<file path="src/rtl/sd_read_sequencer_pkg.sv">
// Shared encodings and constants for the SD single-block read sequencer.
package sd_read_sequencer_pkg;

  typedef enum logic [3:0] {
    S_IDLE,
    S_CMD,
    S_RESP_WAIT,
    S_RESP,
    S_TOKEN,
    S_DATA,
    S_CRC,
    S_TAIL,
    S_FIN
  } state_e;

  // Command / data framing bytes
  localparam logic [7:0] CMD17_OPCODE = 8'h51;
  localparam logic [7:0] DATA_TOKEN   = 8'hFE;
  localparam logic [7:0] STUFF_BYTE   = 8'hFF;

  // Completion codes reported on errCode
  localparam logic [1:0] ERR_OK            = 2'b00;
  localparam logic [1:0] ERR_R1_TIMEOUT    = 2'b01;
  localparam logic [1:0] ERR_R1_NONZERO    = 2'b10;
  localparam logic [1:0] ERR_TOKEN_TIMEOUT = 2'b11;

  // Fixed phase lengths in bit-times
  localparam int FRAME_W      = 48;
  localparam int R1_TAIL_BITS = 7;
  localparam int CRC_BITS     = 16;
  localparam int TAIL_BITS    = 8;

  // The shared counter counts down to zero inside a state, so a state that
  // lasts N cycles is entered with N-1 (never below zero).
  function automatic logic [15:0] cnt_load(input logic [15:0] cycles);
    return (cycles == 16'd0) ? 16'd0 : cycles - 16'd1;
  endfunction

endpackage

</file>
<file path="src/rtl/sd_cmd_shifter.sv">
// Parallel-load, MSB-first serialiser for the 48-bit SD command frame.
// The output bit is the MSB flop itself, and vacated bits fill with 1 so the
// line idles high once the frame has been shifted out.
module sd_cmd_shifter #(
  parameter int W = 48
) (
  input  logic         clk,
  input  logic         reset,
  input  logic         load,
  input  logic         shift,
  input  logic [W-1:0] din,
  output logic         dout,
  output logic         empty
);

  localparam int CW = $clog2(W + 1);

  logic [W-1:0]  sr_q, sr_d;
  logic [CW-1:0] cnt_q, cnt_d;

  // Next shift-register contents and remaining-bit count
  always_comb begin
    sr_d  = sr_q;
    cnt_d = cnt_q;
    if (load) begin
      sr_d  = din;
      cnt_d = CW'(W);
    end else if (shift && cnt_q != '0) begin
      sr_d  = {sr_q[W-2:0], 1'b1};
      cnt_d = cnt_q - 1'b1;
    end
  end

  // Register stage; reset leaves the line idling high
  always_ff @(posedge clk) begin
    if (reset) begin
      sr_q  <= '1;
      cnt_q <= '0;
    end else begin
      sr_q  <= sr_d;
      cnt_q <= cnt_d;
    end
  end

  assign dout  = sr_q[W-1];
  assign empty = (cnt_q == '0);

endmodule

</file>
<file path="src/rtl/sd_read_sequencer.sv">
// SPI-mode SD CMD17 sequencer: sends the command, waits for R1 and the data
// token, hands the payload to an external block receiver, skips the CRC and
// closes with eight idle clocks before reporting completion.
module sd_read_sequencer
  import sd_read_sequencer_pkg::*;
#(
  parameter logic [7:0]  RESP_TIMEOUT  = 8'd64,
  parameter logic [15:0] TOKEN_TIMEOUT = 16'd50000,
  parameter logic        BYTE_ADDR     = 1'b0
) (
  input  logic        clk400,
  input  logic        reset,
  input  logic        readReq,
  input  logic [31:0] blockAddr,
  input  logic        SDin,
  input  logic        rxDone,
  output logic        SDout,
  output logic        sdCS_n,
  output logic        rxEnable,
  output logic        rxAbort,
  output logic        busy,
  output logic        done,
  output logic        error,
  output logic [1:0]  errCode
);

  state_e      state_q, state_d;
  logic [15:0] cnt_q, cnt_d;
  logic [31:0] addr_q, addr_d;
  logic [6:0]  r1_q, r1_d;
  logic [7:0]  r1_full;
  logic [1:0]  err_q, err_d;
  logic        cs_n_q, cs_n_d;
  logic        busy_q, busy_d;
  logic        done_q, done_d;
  logic        error_q, error_d;
  logic        rx_en_q, rx_en_d;
  logic        rx_abort_q, rx_abort_d;

  logic [31:0] cmd_arg;
  logic [47:0] cmd_frame;
  logic        sh_load, sh_shift, sh_empty, sh_dout;

  // Complete R1 byte as seen on the final RESP cycle
  assign r1_full = {r1_q, SDin};

  // Shifter only advances while the command is on the wire
  assign sh_shift = (state_q == S_CMD) && !sh_empty;

  // Next-state, counter reload and next registered-output values
  always_comb begin
    state_d    = state_q;
    cnt_d      = (cnt_q == 16'd0) ? 16'd0 : cnt_q - 16'd1;
    addr_d     = addr_q;
    r1_d       = r1_q;
    err_d      = err_q;
    rx_en_d    = 1'b0;
    rx_abort_d = 1'b0;
    sh_load    = 1'b0;

    case (state_q)
      S_IDLE: begin
        if (readReq) begin
          addr_d  = blockAddr;
          err_d   = ERR_OK;
          sh_load = 1'b1;
          state_d = S_CMD;
          cnt_d   = cnt_load(16'(FRAME_W));
        end
      end
      S_CMD: begin
        if (cnt_q == 16'd0) begin
          state_d = S_RESP_WAIT;
          cnt_d   = cnt_load({8'h00, RESP_TIMEOUT});
        end
      end
      S_RESP_WAIT: begin
        if (!SDin) begin
          // R1 start bit doubles as its MSB
          r1_d    = {6'd0, SDin};
          state_d = S_RESP;
          cnt_d   = cnt_load(16'(R1_TAIL_BITS));
        end else if (cnt_q == 16'd0) begin
          err_d   = ERR_R1_TIMEOUT;
          state_d = S_TAIL;
          cnt_d   = cnt_load(16'(TAIL_BITS));
        end
      end
      S_RESP: begin
        r1_d = r1_full[6:0];
        if (cnt_q == 16'd0) begin
          if (r1_full == 8'h00) begin
            rx_en_d = 1'b1;
            state_d = S_TOKEN;
            cnt_d   = cnt_load(TOKEN_TIMEOUT);
          end else begin
            err_d   = ERR_R1_NONZERO;
            state_d = S_TAIL;
            cnt_d   = cnt_load(16'(TAIL_BITS));
          end
        end
      end
      S_TOKEN: begin
        // Leading ones of the token are indistinguishable from idle; the
        // trailing zero is what marks the start of data.
        if (SDin == DATA_TOKEN[0]) begin
          state_d = S_DATA;
          cnt_d   = 16'd0;
        end else if (cnt_q == 16'd0) begin
          rx_abort_d = 1'b1;
          err_d      = ERR_TOKEN_TIMEOUT;
          state_d    = S_TAIL;
          cnt_d      = cnt_load(16'(TAIL_BITS));
        end
      end
      S_DATA: begin
        if (rxDone) begin
          state_d = S_CRC;
          cnt_d   = cnt_load(16'(CRC_BITS));
        end
      end
      S_CRC: begin
        if (cnt_q == 16'd0) begin
          err_d   = ERR_OK;
          state_d = S_TAIL;
          cnt_d   = cnt_load(16'(TAIL_BITS));
        end
      end
      S_TAIL: begin
        if (cnt_q == 16'd0) begin
          state_d = S_FIN;
          cnt_d   = 16'd0;
        end
      end
      S_FIN: begin
        state_d = S_IDLE;
        cnt_d   = 16'd0;
      end
      default: begin
        state_d = S_IDLE;
        cnt_d   = 16'd0;
      end
    endcase

    cmd_arg   = BYTE_ADDR ? {addr_d[22:0], 9'd0} : addr_d;
    cmd_frame = {CMD17_OPCODE, cmd_arg, STUFF_BYTE};

    // Outputs are decoded from the state being entered so they line up with it
    cs_n_d  = !(state_d inside {S_CMD, S_RESP_WAIT, S_RESP, S_TOKEN, S_DATA, S_CRC});
    busy_d  = (state_d != S_IDLE);
    done_d  = (state_d == S_FIN);
    error_d = (state_d == S_FIN) && (err_d != ERR_OK);
  end

  // Sequencer state and registered outputs
  always_ff @(posedge clk400) begin
    if (reset) begin
      state_q    <= S_IDLE;
      cnt_q      <= 16'd0;
      addr_q     <= 32'd0;
      r1_q       <= 7'd0;
      err_q      <= ERR_OK;
      cs_n_q     <= 1'b1;
      busy_q     <= 1'b0;
      done_q     <= 1'b0;
      error_q    <= 1'b0;
      rx_en_q    <= 1'b0;
      rx_abort_q <= 1'b1;
    end else begin
      state_q    <= state_d;
      cnt_q      <= cnt_d;
      addr_q     <= addr_d;
      r1_q       <= r1_d;
      err_q      <= err_d;
      cs_n_q     <= cs_n_d;
      busy_q     <= busy_d;
      done_q     <= done_d;
      error_q    <= error_d;
      rx_en_q    <= rx_en_d;
      rx_abort_q <= rx_abort_d;
    end
  end

  sd_cmd_shifter #(
    .W(FRAME_W)
  ) u_shifter (
    .clk  (clk400),
    .reset(reset),
    .load (sh_load),
    .shift(sh_shift),
    .din  (cmd_frame),
    .dout (sh_dout),
    .empty(sh_empty)
  );

  assign SDout    = sh_dout;
  assign sdCS_n   = cs_n_q;
  assign rxEnable = rx_en_q;
  assign rxAbort  = rx_abort_q;
  assign busy     = busy_q;
  assign done     = done_q;
  assign error    = error_q;
  assign errCode  = err_q;

endmodule

</file>
<file path="config.mk">
export PLATFORM = sky130hd
export DESIGN_NAME = sd_read_sequencer
export DESIGN_NICKNAME = d
export VERILOG_FILES = /design/src/rtl/sd_read_sequencer_pkg.sv /design/src/rtl/sd_cmd_shifter.sv /design/src/rtl/sd_read_sequencer.sv
export SDC_FILE = /design/constraint.sdc
export NUM_CORES = 1
export LEC_CHECK = 0
export CAP_MARGIN = 10
export CORE_MARGIN = 4
export CORE_UTILIZATION = 40
export CTS_CLUSTER_SIZE = 16
export DETAILED_ROUTE_END_ITERATION = 7
export GPL_TIMING_DRIVEN = 0
export PLACE_DENSITY = 0.71
export SLEW_MARGIN = 20
export SYNTH_ARGS = -nofsm -noshare
export SYNTH_HDL_FRONTEND = slang
export SYNTH_SLANG_ARGS = --single-unit
</file>
<file path="constraint.sdc">
create_clock -name clk400 -period 2.5 [get_ports clk400]
set_clock_uncertainty 0.1 [all_clocks]
set_input_delay 0.75 -clock clk400 [delete_from_list [all_inputs] [get_ports clk400]]
set_output_delay 0.75 -clock clk400 [all_outputs]
set_load 0.02 [all_outputs]
</file>
==> Flow_metrics.wiki, run 1 <==
{| class="wikitable"
! Metric !! Value
|-
| Netlist cell types || 62
|-
| Antenna fix cells || 0
|-
| Yosys top cell area share || 0.432
|-
| Primary flip-flop cell chosen by synthesis mapping || sky130_fd_sc_hd__dfxtp_1
|-
| Floorplan row count || 35
|-
| Synthesized netlist net count || 492
|-
| Pre-CTS worst setup slack || -0.416 ns
|-
| Clock H-tree levels || 3
|-
| Overall via count from detail_route || 3,559
|-
| Total placed instance area || 4330 um^2
|-
| Global route total overflow || 0
|-
| Global-route wire length before repair || 15,600 um
|-
| Number of hold-repair buffers added at the cts stage || 0
|-
| Die boundary height || 105 um
|-
| Worst-case headroom to the max-slew limit || 0.582
|-
| Antenna violations before repair || 0
|-
| Number of warnings reported in the yosys synthesis log || 0
|-
| Clock sink count || 81
|-
| Vias per cell || 5.70
|-
| Maximum number of pins on one net before global-route repair || 18
|-
| Leakage Power || 1.78 nW
|-
| Data required time of the worst path || 2.63 ns
|-
| Count of flip-flops with a built-in enable after synthesis || 0
|-
| Launching element type of the critical path || flop
|-
| Number of clock buffers inserted by TritonCTS || 9
|-
| Port buffer count || 44
|-
| Vias in the first global route || 3,299
|-
| Final cycle utilization of the critical path || 0.940
|-
| CTS tree || done
|-
| Drc violations || 0
|-
| Kind of capture point of the worst setup path || flop
|-
| Placed wire-length estimate after detailed placement || 6830 um
|-
| Total standard cell area after synthesis || 3750 um^2
|-
| Latest clock arrival within the worst-skew pair || 0.35 ns
|-
| Area of the core || 9200 um^2
|-
| Average detailed-routed wire length per instance || 15.0 um
|-
| Cell at the root of the clock tree || sky130_fd_sc_hd__clkbuf_8
|-
| Class of the most critical setup path || reg2reg
|-
| Maximum clock rate || 0.425 GHz
|-
| Post-route design area || 4580 um^2
|-
| Overall global routing resource usage || 0.170
|-
| Number of nets in the finished design || 547
|-
| Count of boundary I/O pins || 46
|-
| Final GP Congestion || 0.934
|-
| Number of filler instances in the final layout || 892
|-
| Cell type with the highest aggregate area in the netlist || sky130_fd_sc_hd__dfxtp_1
|-
| Fraction of the yosys area taken by sequential cells || 0.432
|-
| Max_cap viols || 0
|-
| Number of buffers on the longest clock path || 2
|-
| Iteration-0 DRC count of the detailed router || 190
|-
| Tot Pwr || 5.96 mW
|-
| Post-CTS clock slew at the launch and capture registers of the worst setup and hold paths || 0.09 ns
|-
| Outcome || complete, no violations
|-
| Number of non-filler instances in the completed layout || 624
|-
| Final Max Tran Viols || 0
|-
| DIE WIDTH || 105 um
|-
| Util after Layout || 0.498
|-
| Share of cells above drive strength 1 || 0.103
|-
| Area grow syn2layout || 22.1%
|-
| Antenna-violating nets left || 0
|-
| Final worst-path setup slack || 0.150 ns
|-
| Number of detailed-route iterations in the first pass || 5
|-
| Actual slew at the worst max-slew pin || 0.624 ns
|-
| Endpoints failing setup || 0
|-
| IR Drop Worst-Case VDD || 0.000538 V
|-
| Classification of the worst-slack hold path || reg2reg
|-
| Synth Area per Inst || 8.28 um^2
|-
| Power density relative to cell area || 1300 nW/um^2
|-
| Number of cells in the design after placement || 608
|-
| Cells taking the most area after synthesis || sky130_fd_sc_hd__dfxtp_1 43%, sky130_fd_sc_hd__nand2_1 9.1%, sky130_fd_sc_hd__a221oi_1 7.5%
|-
| Final Routed Wirelength || 9370 um
|-
| Die area || 11,000 um^2
|-
| Number of cells produced by synthesis || 453
|-
| Largest fanout of any net on the critical path || 9
|-
| Initial core utilization || 0.408
|-
| Clock period minus final worst setup slack || 2.35 ns
|-
| Critical path data arrival time || 2.48 ns
|-
| Asr flop ratio synth || 0
|-
| Post-synthesis register bit count || 81
|-
| RSZ-0062 raised after global routing || no
|-
| Total count of hold-check failures in the final report || 0
|}
==> worst max-delay path, stage by stage (launching register included) <==
cell and delay, ns:
sky130_fd_sc_hd__dfxtp_1 0.35, sky130_fd_sc_hd__inv_1 0.07, sky130_fd_sc_hd__ha_1 0.30, sky130_fd_sc_hd__nor4b_2 0.35, sky130_fd_sc_hd__nand4_1 0.14, sky130_fd_sc_hd__buf_4 0.21, sky130_fd_sc_hd__or3_1 0.34, sky130_fd_sc_hd__a41oi_1 0.24
sky130_fd_sc_hd__o211ai_2 0.11
==> synth_stat cells (all sizes together) (3+ instances only) <==
| library cell | n |
|---|---|
| nand2 | 92 |
| dfxtp | 81 |
| nor2 | 47 |
| a221oi | 32 |
| clkbuf | 28 |
| nand3 | 13 |
| nor3 | 13 |
| o21ai | 12 |
| xnor2 | 12 |
| a21oi | 10 |
| buf | 9 |
| and3 | 8 |
| a22oi | 7 |
| inv | 7 |
| a31oi | 6 |
| nor4 | 6 |
| xor2 | 6 |
| a211o | 5 |
| or3 | 5 |
| a41oi | 4 |
| or2 | 4 |
| a31o | 3 |
| nand4 | 3 |
| o211ai | 3 |
| or4 | 3 |
==> cells in the final DEF (no fill, tap or decap), types with 3 or more instances in the layout <==
| cell type | instances |
|---|---|
| sky130_fd_sc_hd__clkbuf_2 | 4 |
| sky130_fd_sc_hd__inv_6 | 4 |
| sky130_fd_sc_hd__a31o_2 | 3 |
| sky130_fd_sc_hd__and3_1 | 7 |
| sky130_fd_sc_hd__clkbuf_8 | 9 |
| sky130_fd_sc_hd__nor2_1 | 45 |
| sky130_fd_sc_hd__xor2_1 | 6 |
| sky130_fd_sc_hd__a21oi_1 | 10 |
| sky130_fd_sc_hd__buf_2 | 7 |
| sky130_fd_sc_hd__o21ai_1 | 4 |
| sky130_fd_sc_hd__nor4_1 | 4 |
| sky130_fd_sc_hd__clkdlybuf4s50_1 | 44 |
| sky130_fd_sc_hd__nand2_1 | 91 |
| sky130_fd_sc_hd__a221oi_1 | 32 |
| sky130_fd_sc_hd__nand4_1 | 3 |
| sky130_fd_sc_hd__clkbuf_1 | 23 |
| sky130_fd_sc_hd__a31oi_1 | 6 |
| sky130_fd_sc_hd__dfxtp_1 | 81 |
| sky130_fd_sc_hd__xnor2_1 | 12 |
| sky130_fd_sc_hd__inv_1 | 7 |
| sky130_fd_sc_hd__a211o_1 | 5 |
| sky130_fd_sc_hd__nand3_1 | 13 |
| sky130_fd_sc_hd__o21ai_0 | 6 |
| sky130_fd_sc_hd__a41oi_1 | 4 |
| sky130_fd_sc_hd__or3_1 | 4 |
| sky130_fd_sc_hd__or2_2 | 3 |
| sky130_fd_sc_hd__a22oi_1 | 7 |
| sky130_fd_sc_hd__nor3_1 | 11 |
==> layer usage <==
layer | vias up | routed length (um) | GRT usage
li1 | 1738 | - | -
met1 | 1685 | 4060 | 0.214
met2 | 120 | 4440 | 0.280
met3 | 16 | 698 | 0.0519
met4 | 0 | 170 | 0.0487
met5 | - | 0 | 0
==> final timing paths <==
kind	from	end	slack (ns)	cells past startpoint
worst max-delay path	cnt_q[0]	sdCS_n	0.15	8
worst min-delay path	u_shifter.sr_q[25]	u_shifter.sr_q[25]	0.34	2
worst max register to register	cnt_q[0]	sdCS_n	0.15	8
worst min register to register	u_shifter.sr_q[25]	u_shifter.sr_q[25]	0.34	2
==> flip-flops by register name, indices dropped and copies added (netlist names) <==
name             flops
done                 1
errCode              2
error                1
u_shifter.cnt_q      6
state_q              4
rxAbort              1
r1_q                 7
sdCS_n               1
u_shifter.sr_q      40
busy                 1
cnt_q               16
rxEnable             1
==> report_power, final <==
part	leakage [nW]	total [mW]	internal (mW)	switching (mW)
registers	0.667	2.10	1.77	0.328
clock network	0.109	1.02	0.490	0.534
logic	1.00	2.84	1.18	1.66
total	1.78	5.96	3.45	2.52
==> per-stage QoR <==
| stage | hold slack [ns] | setup TNS [ns] |
|---|---|---|
| 2_1_floorplan | 0.315 | 0 |
| 3_3_place_gp | 0.326 | -9.00 |
| 3_5_place_dp | 0.331 | -8.94 |
| 4_1_cts | 0.343 | 0 |
| 5_1_grt | 0.363 | 0 |
| 6_report | 0.339 | 0 |
==> cells by family (layout without fill, tap and decap cells) <==
logic type,after synthesis,in the layout,synth area share
compound gates,96,96,0.198
xor+xnor,18,18,0.0420
fa+ha+maj,2,2,0.00667
buf+inv,45,105,0.0474
flops,81,81,0.432
simple gates,211,211,0.274
==> cell type report <==
type                       instances  area, um^2  share of cell area
sequential                        81        1620               0.354
tap                              111         139              0.0303
buffer                            36         149              0.0325
inverter                           8        30.0             0.00655
clock inverter                     7        87.6              0.0191
multi-input combinational        327        1980               0.433
clock buffer                       9         124              0.0270
timing repair buffer              45         448              0.0978
==> what timing repair did <==
item / CTS / global route
setup buffers: 0 / 1
pin swaps: 0 / 1
endpoints found under the setup margin: 2 / 43
resized for setup: 2 / 11
No activity file was read; power rests on OpenSTA's default activity.
==> run 2: changes to the inputs <==
- GPL_TIMING_DRIVEN: 0 -> default
==> Flow_metrics.wiki, run 2 (synthesis gave the netlist of run 1 again) <==
{| class="wikitable"
! Metric !! Value
|-
| Internal power consumption || 3.38 mW
|-
| Part of the total power dissipated in the clock network || 0.157
|-
| Worst-case headroom to the max-slew limit || 0.555
|-
| Total count of hold-check failures in the final report || 0
|-
| Placed wire-length estimate after detailed placement || 6510 um
|-
| RSZ-0062 raised after global routing || no
|-
| Actual slew at the worst max-slew pin || 0.667 ns
|-
| Vias per cell || 5.62
|-
| Util after Layout || 0.499
|-
| Overall via count from detail_route || 3,458
|-
| Maximum number of pins on one net before global-route repair || 44
|-
| Floorplan row count || 35
|-
| Global-route wire length before repair || 15,800 um
|-
| Buffers inserted during post-CTS setup optimization || 0
|-
| Largest Register || u_shifter.sr_q
|-
| Antenna violations before repair || 0
|-
| Maximum clock rate || 0.438 GHz
|-
| Final GP Congestion || 0.888
|-
| Number of nets in the finished design || 538
|-
| Number of buffers on the longest clock path || 2
|-
| Iteration-0 DRC count of the detailed router || 211
|-
| Area of the core || 9200 um^2
|-
| Number of detailed-route iterations in the first pass || 4
|-
| Average detailed-routed wire length per instance || 15.0 um
|-
| Largest fanout of any net on the critical path || 4
|-
| Die boundary height || 105 um
|-
| Most frequent cells in the layout || 91 x sky130_fd_sc_hd__nand2_1, 81 x sky130_fd_sc_hd__dfxtp_1, 45 x sky130_fd_sc_hd__nor2_1
|-
| Part of the power in registers || 0.363
|-
| CTS resizes || 0
|-
| Clock period minus final worst setup slack || 2.28 ns
|-
| Latest clock arrival within the worst-skew pair || 0.36 ns
|-
| Count of boundary I/O pins || 46
|-
| Largest registers in the final layout || u_shifter.sr_q: 40 flops, cnt_q: 16 flops, r1_q: 7 flops
|-
| Number of hold-repair buffers added at the cts stage || 0
|-
| Overall global routing resource usage || 0.172
|-
| Drc violations || 0
|-
| Flip-flop count of the largest register after layout || 40
|-
| Launching element type of the critical path || input port
|-
| CTS tree || done
|-
| Number of clock buffers inserted by TritonCTS || 9
|-
| Number of cells in the design after placement || 599
|-
| DIE WIDTH || 105 um
|-
| Psw || 2.50 mW
|-
| Global route total overflow || 0
|-
| Final Max Tran Viols || 0
|-
| Final cycle utilization of the critical path || 0.912
|-
| Endpoints failing setup || 0
|-
| Clock H-tree levels || 3
|-
| Max_cap viols || 0
|-
| Data required time of the worst path || 2.64 ns
|-
| Area grow syn2layout || 22.3%
|-
| Cell at the root of the clock tree || sky130_fd_sc_hd__clkbuf_8
|-
| Antenna fix cells || 0
|-
| Port buffer count || 45
|-
| Commonest non-fill, non-tap cell in the layout || sky130_fd_sc_hd__nand2_1
|-
| Worst Hold Slack || 0.339 ns
|-
| Post-CTS clock slew at the launch and capture registers of the worst setup and hold paths || 0.08 ns
|-
| Power density relative to cell area || 1280 nW/um^2
|-
| Portion of total power attributed to combinational logic || 0.480
|-
| Die area || 11,000 um^2
|-
| Classification of the worst-slack hold path || reg2reg
|-
| Share of cells above drive strength 1 || 0.129
|-
| Number of non-filler instances in the completed layout || 615
|-
| Initial core utilization || 0.408
|-
| Leakage Power || 1.82 nW
|-
| Vias in the first global route || 3,343
|-
| Outcome || complete, no violations
|-
| Net switching share of the total power || 0.425
|-
| IR Drop Worst-Case VDD || 0.000549 V
|-
| Class of the most critical setup path || in2reg
|-
| Clock sink count || 81
|-
| Kind of capture point of the worst setup path || flop
|-
| Critical path data arrival time || 2.42 ns
|-
| Antenna-violating nets left || 0
|-
| Final Routed Wirelength || 9200 um
|}
==> run 2: changes by cell type in the layout (fill, tap and decap cells not counted), moves of 2 or more <==
cell	before	now
sky130_fd_sc_hd__buf_4	1	27
sky130_fd_sc_hd__buf_1	2	0
sky130_fd_sc_hd__clkbuf_2	4	0
sky130_fd_sc_hd__buf_2	7	1
sky130_fd_sc_hd__clkbuf_1	23	0
sky130_fd_sc_hd__inv_6	4	1
sky130_fd_sc_hd__clkinv_4	0	3
==> run 2: path summary, 6_finish.rpt <==
check / from / endpoint / slack [ns] / cells after the start
setup / recovery: SDin / sdCS_n / 0.22 / 8
hold / removal: u_shifter.sr_q[38] / u_shifter.sr_q[38] / 0.34 / 2
setup reg to reg: cnt_q[2] / sdCS_n / 0.22 / 5
hold reg to reg: u_shifter.sr_q[38] / u_shifter.sr_q[38] / 0.34 / 2
==> run 2: power by group through the flow <==
stage          Combinational [mW]  Clock (mW)  Sequential [mW]
6_report                     2.82       0.922             2.14
4_1_cts                      2.81       0.952             2.13
2_1_floorplan                2.17           0             2.07
3_5_place_dp                 2.79           0             2.15
3_3_place_gp                 2.72           0             2.13
5_1_grt                      3.17        1.00             2.19
==> run 2: cell type report <==
class	count	area [um^2]
flip-flops and latches	81	1620
clock buffers	10	138
multi-input cells	327	1960
well taps	111	139
clock inverters	6	51.3
fillers	868	4610
inverters	8	30.0
repair buffers	72	648
==> run 2: critical path: stages <==
cell and delay, ns:
sky130_fd_sc_hd__clkdlybuf4s50_1 0.45, sky130_fd_sc_hd__nor4_1 0.29, sky130_fd_sc_hd__buf_4 0.18, sky130_fd_sc_hd__nand4_1 0.08, sky130_fd_sc_hd__a21boi_0 0.23, sky130_fd_sc_hd__o21a_1 0.21
sky130_fd_sc_hd__or2_0 0.15, sky130_fd_sc_hd__o211ai_2 0.07
==> run 2: routing by layer <==
metal,GRT usage,routed length (um)
met1,0.224,4170
met2,0.272,4360
met5,0,0
met4,0.0515,108
met3,0.0544,567
==> run 2: through the flow <==
stage                     setup TNS [ns]  total power, mW  setup slack (ns)  cell area [um^2]
after global routing                   0             6.37           0.00542              4590
after CTS                              0             5.90            0.0164              4580
final                                  0             5.88             0.219              4590
after global placement             -5.33             4.85            -0.177              4390
after detailed placement           -5.34             4.94            -0.177              4390
after floorplan                        0             4.24             0.274              3750
==> run 3: changes to the inputs <==
- GPL_ROUTABILITY_DRIVEN: default -> 0
==> Flow_metrics.wiki, run 3 (synthesis gave the netlist of run 1 again) <==
{| class="wikitable"
! Metric !! Value
|-
| Outcome || complete, no violations
|-
| Worst Hold Slack || 0.341 ns
|-
| Critical path data arrival time || 2.45 ns
|-
| Final Max Tran Viols || 0
|-
| Placed wire-length estimate after detailed placement || 6270 um
|-
| Largest registers in the final layout || u_shifter.sr_q: 40 flops, cnt_q: 16 flops, r1_q: 7 flops
|-
| Number of nets in the finished design || 536
|-
| Die area || 11,000 um^2
|-
| CTS tree || done
|-
| Final cycle utilization of the critical path || 0.905
|-
| Global-route wire length before repair || 15,200 um
|-
| Pre-CTS worst setup slack || -0.244 ns
|-
| Part of the power in registers || 0.364
|-
| Cell depth of the worst flop-to-flop path || 9
|-
| Cell at the root of the clock tree || sky130_fd_sc_hd__clkbuf_8
|-
| Endpoints failing setup || 0
|-
| Clock period minus final worst setup slack || 2.26 ns
|-
| Number of clock buffers inserted by TritonCTS || 9
|-
| Cell class contributing the biggest share of worst-path delay || compound AO/OA/AOI/OAI gates
|-
| Post-CTS clock slew at the launch and capture registers of the worst setup and hold paths || 0.09 ns
|-
| Part of the total power dissipated in the clock network || 0.159
|-
| Tot Pwr || 5.86 mW
|-
| Vias in the first global route || 3,255
|-
| Net switching share of the total power || 0.426
|-
| Number of cells in the design after placement || 597
|-
| Antenna violations before repair || 0
|-
| Number of non-filler instances in the completed layout || 613
|-
| Antenna fix cells || 0
|-
| Final worst-path setup slack || 0.237 ns
|-
| Crit-path slowest cell || sky130_fd_sc_hd__xnor2_1
|-
| Data required time of the worst path || 2.69 ns
|-
| Floorplan row count || 35
|-
| Leakage Power || 1.80 nW
|-
| Clock sink count || 81
|-
| Total count of hold-check failures in the final report || 0
|-
| Classification of the worst-slack hold path || reg2reg
|-
| Largest fanout of any net on the critical path || 9
|-
| Internal power consumption || 3.36 mW
|-
| Max_cap viols || 0
|-
| Number of buffers on the longest clock path || 2
|-
| Hold path startpoint || u_shifter.sr_q[21]
|-
| Largest Register || u_shifter.sr_q
|-
| Average detailed-routed wire length per instance || 14.5 um
|-
| Global route total overflow || 0
|-
| Flip-flop count of the largest register after layout || 40
|-
| Register-to-Register Setup Slack || 0.24 ns
|-
| Worst-case headroom to the max-slew limit || 0.554
|-
| Latest clock arrival within the worst-skew pair || 0.36 ns
|-
| Initial core utilization || 0.408
|-
| Area grow syn2layout || 22.0%
|-
| Vias per cell || 5.69
|-
| Port buffer count || 45
|-
| Most common cell type on the critical path || sky130_fd_sc_hd__buf_4
|-
| CP Buf/Inv Count || 3
|-
| Overall via count from detail_route || 3,485
|-
| Launching element type of the critical path || flop
|-
| Number of detailed-route iterations in the first pass || 7
|-
| Source of the worst register-to-register timing path || state_q[1]
|-
| Worst Hold Depth || 2
|-
| Portion of total power attributed to combinational logic || 0.477
|-
| Count of boundary I/O pins || 46
|-
| Commonest non-fill, non-tap cell in the layout || sky130_fd_sc_hd__nand2_1
|-
| Die boundary height || 105 um
|-
| Final Routed Wirelength || 8910 um
|-
| Most frequent cells in the layout || 91 x sky130_fd_sc_hd__nand2_1, 81 x sky130_fd_sc_hd__dfxtp_1, 45 x sky130_fd_sc_hd__nor2_1
|-
| Maximum number of pins on one net before global-route repair || 44
|-
| Number of filler instances in the final layout || 870
|-
| Kind of capture point of the worst setup path || flop
|-
| Antenna-violating nets left || 0
|-
| Clock H-tree levels || 3
|-
| Crit path largest cell delay || 0.40 ns
|-
| Maximum clock rate || 0.442 GHz
|-
| Class of the most critical setup path || reg2reg
|-
| Overall global routing resource usage || 0.165
|-
| Hold path endpoint || u_shifter.sr_q[21]
|-
| Iteration-0 DRC count of the detailed router || 131
|-
| IR Drop Worst-Case VDD || 0.000624 V
|-
| Actual slew at the worst max-slew pin || 0.667 ns
|-
| Psw || 2.50 mW
|-
| RSZ-0062 raised after global routing || no
|-
| DIE WIDTH || 105 um
|-
| Crit. Startpoint || state_q[1]
|-
| Cells along the critical path || buf_4, buf_4, xnor2_1, a2bb2oi_1, buf_4, o32ai_1, a32oi_2, nand3_1, o211ai_2
|-
| Capture point of the worst reg-to-reg path || sdCS_n
|-
| Area of the core || 9200 um^2
|-
| Power density relative to cell area || 1280 nW/um^2
|-
| Share of cells above drive strength 1 || 0.125
|-
| Drc violations || 0
|}
## run 3: cell count changes in the layout (fill, tap and decap cells not counted)
cell | previous run | this run
sky130_fd_sc_hd__clkinv_4 | 3 | 0
sky130_fd_sc_hd__clkbuf_8 | 10 | 9
sky130_fd_sc_hd__nor4_4 | 0 | 1
sky130_fd_sc_hd__nor4_2 | 1 | 0
sky130_fd_sc_hd__clkinvlp_4 | 0 | 1
sky130_fd_sc_hd__buf_4 | 27 | 25
sky130_fd_sc_hd__inv_6 | 1 | 3
sky130_fd_sc_hd__inv_8 | 1 | 2
## run 3: cell type report
type	count	area, um^2	share of cell area
Multi-Input combinational cell	327	1970	0.430
Sequential cell	81	1620	0.354
Timing Repair Buffer	70	633	0.138
Tap cell	111	139	0.0303
Clock buffer	9	124	0.0271
Clock inverter	7	61.3	0.0134
Inverter	8	30.0	0.00656
## run 3: worst max path at each step
| stage | to | slack, ns | cells past startpoint |
|---|---|---|---|
| 2_1_floorplan | sdCS_n | 0.27 | 6 |
| 3_3_place_gp | u_shifter.sr_q[39] | -0.16 | 5 |
| 3_5_place_dp | u_shifter.sr_q[17] | -0.24 | 5 |
| 4_1_cts | error | 0.23 | 6 |
| 5_1_grt | u_shifter.cnt_q[1] | 0.005 | 8 |
| 6_report | sdCS_n | 0.24 | 9 |
## run 3: layer usage
layer / GRT usage / vias up / wire length (um)
li1: - / 1711 / -
met1: 0.208 / 1614 / 3890
met2: 0.266 / 136 / 4130
met3: 0.0562 / 24 / 686
met4: 0.0487 / 0 / 204
met5: 0 / - / 0
## run 3: power groups by stage
stage                     combinational (mW)  clock (mW)  sequential, mW
after global placement                  2.69           0            2.13
after global routing                    3.16        1.01            2.20
after floorplan                         2.17           0            2.07
final                                   2.80       0.930            2.13
after detailed placement                2.77           0            2.14
after CTS                               2.79       0.955            2.12
## run 3: repair_timing
item | in CTS | in global routing
hold buffers | 0 | 0
pin swaps | 0 | 0
setup endpoints to repair | 1 | 1
gates resized for setup | 1 | 1
hold endpoints to repair | 0 | 0
setup buffers | 0 | 0
## run 3: worst reg2reg max path, cell delays in order, from the launching register on
cell and delay (ns):
sky130_fd_sc_hd__dfxtp_1 0.39, sky130_fd_sc_hd__buf_4 0.20, sky130_fd_sc_hd__buf_4 0.16, sky130_fd_sc_hd__xnor2_1 0.40, sky130_fd_sc_hd__a2bb2oi_1 0.27, sky130_fd_sc_hd__buf_4 0.15
sky130_fd_sc_hd__o32ai_1 0.10, sky130_fd_sc_hd__a32oi_2 0.24, sky130_fd_sc_hd__nand3_1 0.12, sky130_fd_sc_hd__o211ai_2 0.08
## run 3: metrics by stage
step	utilization	area, um^2	TNS [ns]
6_report	0.498	4580	0
5_1_grt	0.498	4580	0
4_1_cts	0.497	4570	0
3_5_place_dp	0.476	4380	-5.86
3_3_place_gp	0.476	4380	-4.87
2_1_floorplan	-	3750	0
